===== config.mk =====
export PLATFORM = sky130hd
export DESIGN_NAME = sat_counter
export DESIGN_NICKNAME = d
export VERILOG_FILES = /design/src/rtl/gate_chk_pkg.sv /design/src/rtl/sat_counter.sv
export SDC_FILE = /design/constraint.sdc
export NUM_CORES = 1
export LEC_CHECK = 0
export ABC_AREA = 0
export BUFFER_PORTS_ARGS = -buffer_cell sky130_fd_sc_hd__buf_2
export CAP_MARGIN = 15
export CORE_AREA = 4 4 41 43
export CTS_CLUSTER_SIZE = 24
export DETAILED_ROUTE_END_ITERATION = 8
export DIE_AREA = 0 0 45 47
export PLACE_DENSITY = 0.58
export SETUP_SLACK_MARGIN = 0.1
export SLEW_MARGIN = 20
export SYNTH_ARGS = -nofsm -noshare
export SYNTH_HDL_FRONTEND = slang
export SYNTH_SLANG_ARGS = --single-unit

===== constraint.sdc =====
create_clock -name clk -period 1.95 [get_ports clk]
set_input_delay 0.39 -clock clk [delete_from_list [all_inputs] [get_ports clk]]
set_output_delay 0.39 -clock clk [all_outputs]
set_load 0.1 [all_outputs]

===== src/rtl/gate_chk_pkg.sv =====
// Shared definitions for the gate response checker: FSM state encoding,
// settle-counter width and the stock two-input truth tables.
// Truth tables are indexed by {a,b}, so bit 3 is the a=1,b=1 response.
package gate_chk_pkg;

  typedef enum logic [2:0] {
    ST_IDLE     = 3'd0,
    ST_SETTLE   = 3'd1,
    ST_CHECK    = 3'd2,
    ST_WAIT_CHG = 3'd3,
    ST_DONE     = 3'd4
  } state_e;

  // Settle counter holds SETTLE_CYCLES-1 down to 0 (SETTLE_CYCLES is 1..255)
  localparam int SETTLE_W = 8;

  localparam logic [3:0] TT_AND  = 4'b1000;
  localparam logic [3:0] TT_OR   = 4'b1110;
  localparam logic [3:0] TT_XOR  = 4'b0110;
  localparam logic [3:0] TT_NAND = 4'b0111;

endpackage


===== src/rtl/sat_counter.sv =====
// Saturating up-counter with synchronous clear; used for the vector and
// mismatch counts of the gate response checker.
module sat_counter
  import gate_chk_pkg::*;
#(
  parameter int W = 8
) (
  input  logic         clk,
  input  logic         rst,
  input  logic         clr_i,
  input  logic         inc_i,
  output logic [W-1:0] cnt_o
);

  logic [W-1:0] cnt_q;
  logic [W-1:0] cnt_d;

  // Next count: clear has priority, increment stops at all-ones
  always_comb begin
    cnt_d = cnt_q;
    if (clr_i) begin
      cnt_d = '0;
    end else if (inc_i && (cnt_q != '1)) begin
      cnt_d = cnt_q + W'(1);
    end
  end

  // Count register
  always_ff @(posedge clk or posedge rst) begin
    if (rst) begin
      cnt_q <= '0;
    end else begin
      cnt_q <= cnt_d;
    end
  end

  assign cnt_o = cnt_q;

endmodule


==> impl_metrics.tcl <==
set metrics [dict create \
    synthCells 49 \
    yosysTopAreaCell "dfrtp_1" \
    cts_tree "done" \
    synthDistinctLibCells 25 \
    peakVddDrop_mv 0.2645 \
    avgSynthCellArea_sq_um 10.29 \
    ys_ff_latch 8 \
    die_w_um 45 \
    cts_setup_buffers 0 \
    ctsResizeCount 0 \
    clock_sinks 8 \
    finalMaxSlewViolations 0 \
    core_area_sq_um 1301 \
    gp_congestion 0.7794 \
    drc 0 \
    setup_tns_ns 0 \
    ys_seq_area_frac 0.3970 \
    syn-num-nets 54 \
    layout.cells.non_filler 76 \
    n_antenna_cell 0 \
    syn_to_final_growth_pct 18.11 \
    root_buffer "clkbuf_4" \
    finalSetupViolCount 0 \
    routed_wirelength_um 994 \
    num-fill-cells 138 \
    drv_cap 0 \
    grt-ovfl-total 0 \
    grt_pass1_vias 369 \
    drive_above_1_share 0.4918 \
    outcome "finished, final reports clean" \
    worst_pin_slew_ns 0.4853 \
    die_y_um 47 \
    row_count 13 \
    cellLeakagePower_nw 0.2895 \
    worstSetupPathType "reg2reg" \
    via_per_inst 5.158 \
    slew-limit-headroom 0.6787 \
    end_kind "flop" \
    powerDensity_nw_per_um2 605.5 \
    initial_core_util 0.3875 \
    worstPathArrival_ns 1.75 \
    worst_ep_required_time_ns 2.08 \
    yosysTopAreaCellShare 0.3970 \
    min_period_ns 1.622 \
    crit_fanout 5 \
    multi_input_area_sq_um 281.5 \
    critPathLaunchType "flop" \
    hp-class "in2async" \
    syn_area_sq_um 504.2 \
    fmaxAchievable_ghz 0.6167 \
    grt_max_degree 11 \
    path_clk_slew_ns 0.06 \
    cts_buffer_depth 2 \
    htree_levels 1 \
    numCtsBuffers 3 \
    finalClockSkew_ns 0.004375 \
    hold_buffers 0 \
    ant_nets 0 \
    hpwl_um 737.2 \
    largest_reg_flops 8 \
    yosys_warnings 0 \
    ff_latch_area_sq_um 210.2 \
    hold_violations 0 \
    drt-initial-drc-count 9 \
    die_area_sq_um 2115 \
    drt_pass1_iterations 4 \
    io_pins 12 \
    numPortBuffers 11 \
    ys_top_cells_by_area "dfrtp_1 (40%), mux2_4 (12%), nor2b_1 (5.0%)" \
    grt_antenna_before_repair 0 \
    grt_first_pass_wirelength_mm 1.745 \
    insertion_delay_ns 0.25 \
    timing.final.crit_share 0.8316 \
    post_drt_wl_per_cell_um 13.08 \
    p_total_mw 0.3606 \
    grt_usage 0.1137 \
    rsz0062_at_grt "false" \
    placed_cells 73 \
    vias 392 \
    nets 68 \
]
[placed cells by master, fill, tap and decap left out]
cell type,synthesis,layout
a211oi_2,1,1
nand4b_1,1,1
nand2_1,4,4
mux2i_1,1,1
o211a_1,1,1
nor2_1,4,4
nand2b_1,1,1
o311a_1,1,1
and4_1,1,1
a21oi_2,2,2
buf_2,0,11
a21boi_2,1,1
o21bai_1,1,1
nand4_1,2,2
clkbuf_4,0,3
nor3_1,1,1
and2b_1,1,1
a21oi_1,2,2
mux2_4,4,4
nand3_1,2,2
dfrtp_2,0,8
nor2b_1,4,4
inv_1,2,2
and3_1,1,1
ha_1,1,1
[synthesized netlist by cell type]
| library cell | n |
|---|---|
| and3_1 | 1 |
| nand2_1 | 4 |
| nor3_1 | 1 |
| a21boi_2 | 1 |
| a211oi_2 | 1 |
| nand3_1 | 2 |
| and2b_1 | 1 |
| o21bai_1 | 1 |
| dfrtp_1 | 8 |
| nand4_1 | 2 |
| buf_6 | 1 |
| mux2_4 | 4 |
| and4_1 | 1 |
| o311a_1 | 1 |
| ha_1 | 1 |
| nor2b_1 | 4 |
| nand2b_1 | 1 |
| nand4b_1 | 1 |
| nor2_1 | 4 |
| inv_1 | 2 |
| o211a_1 | 1 |
| mux2i_1 | 1 |
| a21oi_2 | 2 |
| a21oi_1 | 2 |
| clkbuf_1 | 1 |
[layout make-up]
cell class / count / share of cell area
Sequential cell: 8 / 0.3529
Clock buffer: 3 / 0.03782
Tap cell: 15 / 0.03151
Inverter: 2 / 0.01261
Timing Repair Buffer: 11 / 0.09244
Multi-Input combinational cell: 37 / 0.4727
[stage by stage]
stage	hold WS (ns)	utilization	setup slack (ns)	cell area (sq um)
floorplan	0.2057	-	0.1077	514.2
global placement	0.3641	0.4404	0.3629	573.1
detailed placement	0.3632	0.4404	0.3474	573.1
CTS	0.09527	0.4577	0.3344	595.6
global route	0.09689	0.4577	0.2490	595.6
finish	0.08859	0.4577	0.3284	595.6
[report_power, final]
| part | leakage, nW | internal, mW | switching (mW) |
|---|---|---|---|
| sequential | 0.0974 | 0.171 | 0.00457 |
| clock | 0.0138 | 0.0703 | 0.0542 |
| combinational | 0.178 | 0.0142 | 0.0466 |
| total | 0.290 | 0.255 | 0.105 |
[cells by family after synthesis]
logic type,synth area share
buffers and inverters,0.04466
flip-flops,0.3970
multiplexers,0.1390
AND/OR/NAND/NOR,0.2382
adder cells (fa/ha/maj),0.02481
AO/OA/AOI/OAI,0.1563
[critical path, stage by stage (launching register included)]
cell and delay (ns):
dfrtp_2 0.43, ha_1 0.25, and3_1 0.25, a211oi_2 0.26, mux2_4 0.31
[per-layer routing]
metal | up-vias | track usage | part of all wire | wire (um)
met3 | 2 | 0.02682 | 0.046 | 46
met5 | - | 0 | 0 | 0
met4 | 0 | 0.03509 | 0.0060 | 6
li1 | 201 | - | - | -
met1 | 184 | 0.1620 | 0.48 | 481
met2 | 5 | 0.1695 | 0.46 | 459
[final timing paths]
| check | start | endpoint | slack (ns) | cells past startpoint |
|---|---|---|---|---|
| max | cnt_o[0]$_DFFE_PP0P_ | cnt_o[5]$_DFFE_PP0P_ | 0.33 | 4 |
| min | rst | cnt_o[3]$_DFFE_PP0P_ | 0.09 | 2 |
| max reg2reg | cnt_o[0]$_DFFE_PP0P_ | cnt_o[5]$_DFFE_PP0P_ | 0.33 | 4 |
| min reg2reg | cnt_o[1]$_DFFE_PP0P_ | cnt_o[1]$_DFFE_PP0P_ | 0.57 | 2 |
| max in group asynchronous | rst | cnt_o[6]$_DFFE_PP0P_ | 1.59 | 2 |
| min in group clk | clr_i | cnt_o[2]$_DFFE_PP0P_ | 0.45 | 2 |
(Power assumes the default switching activity.)
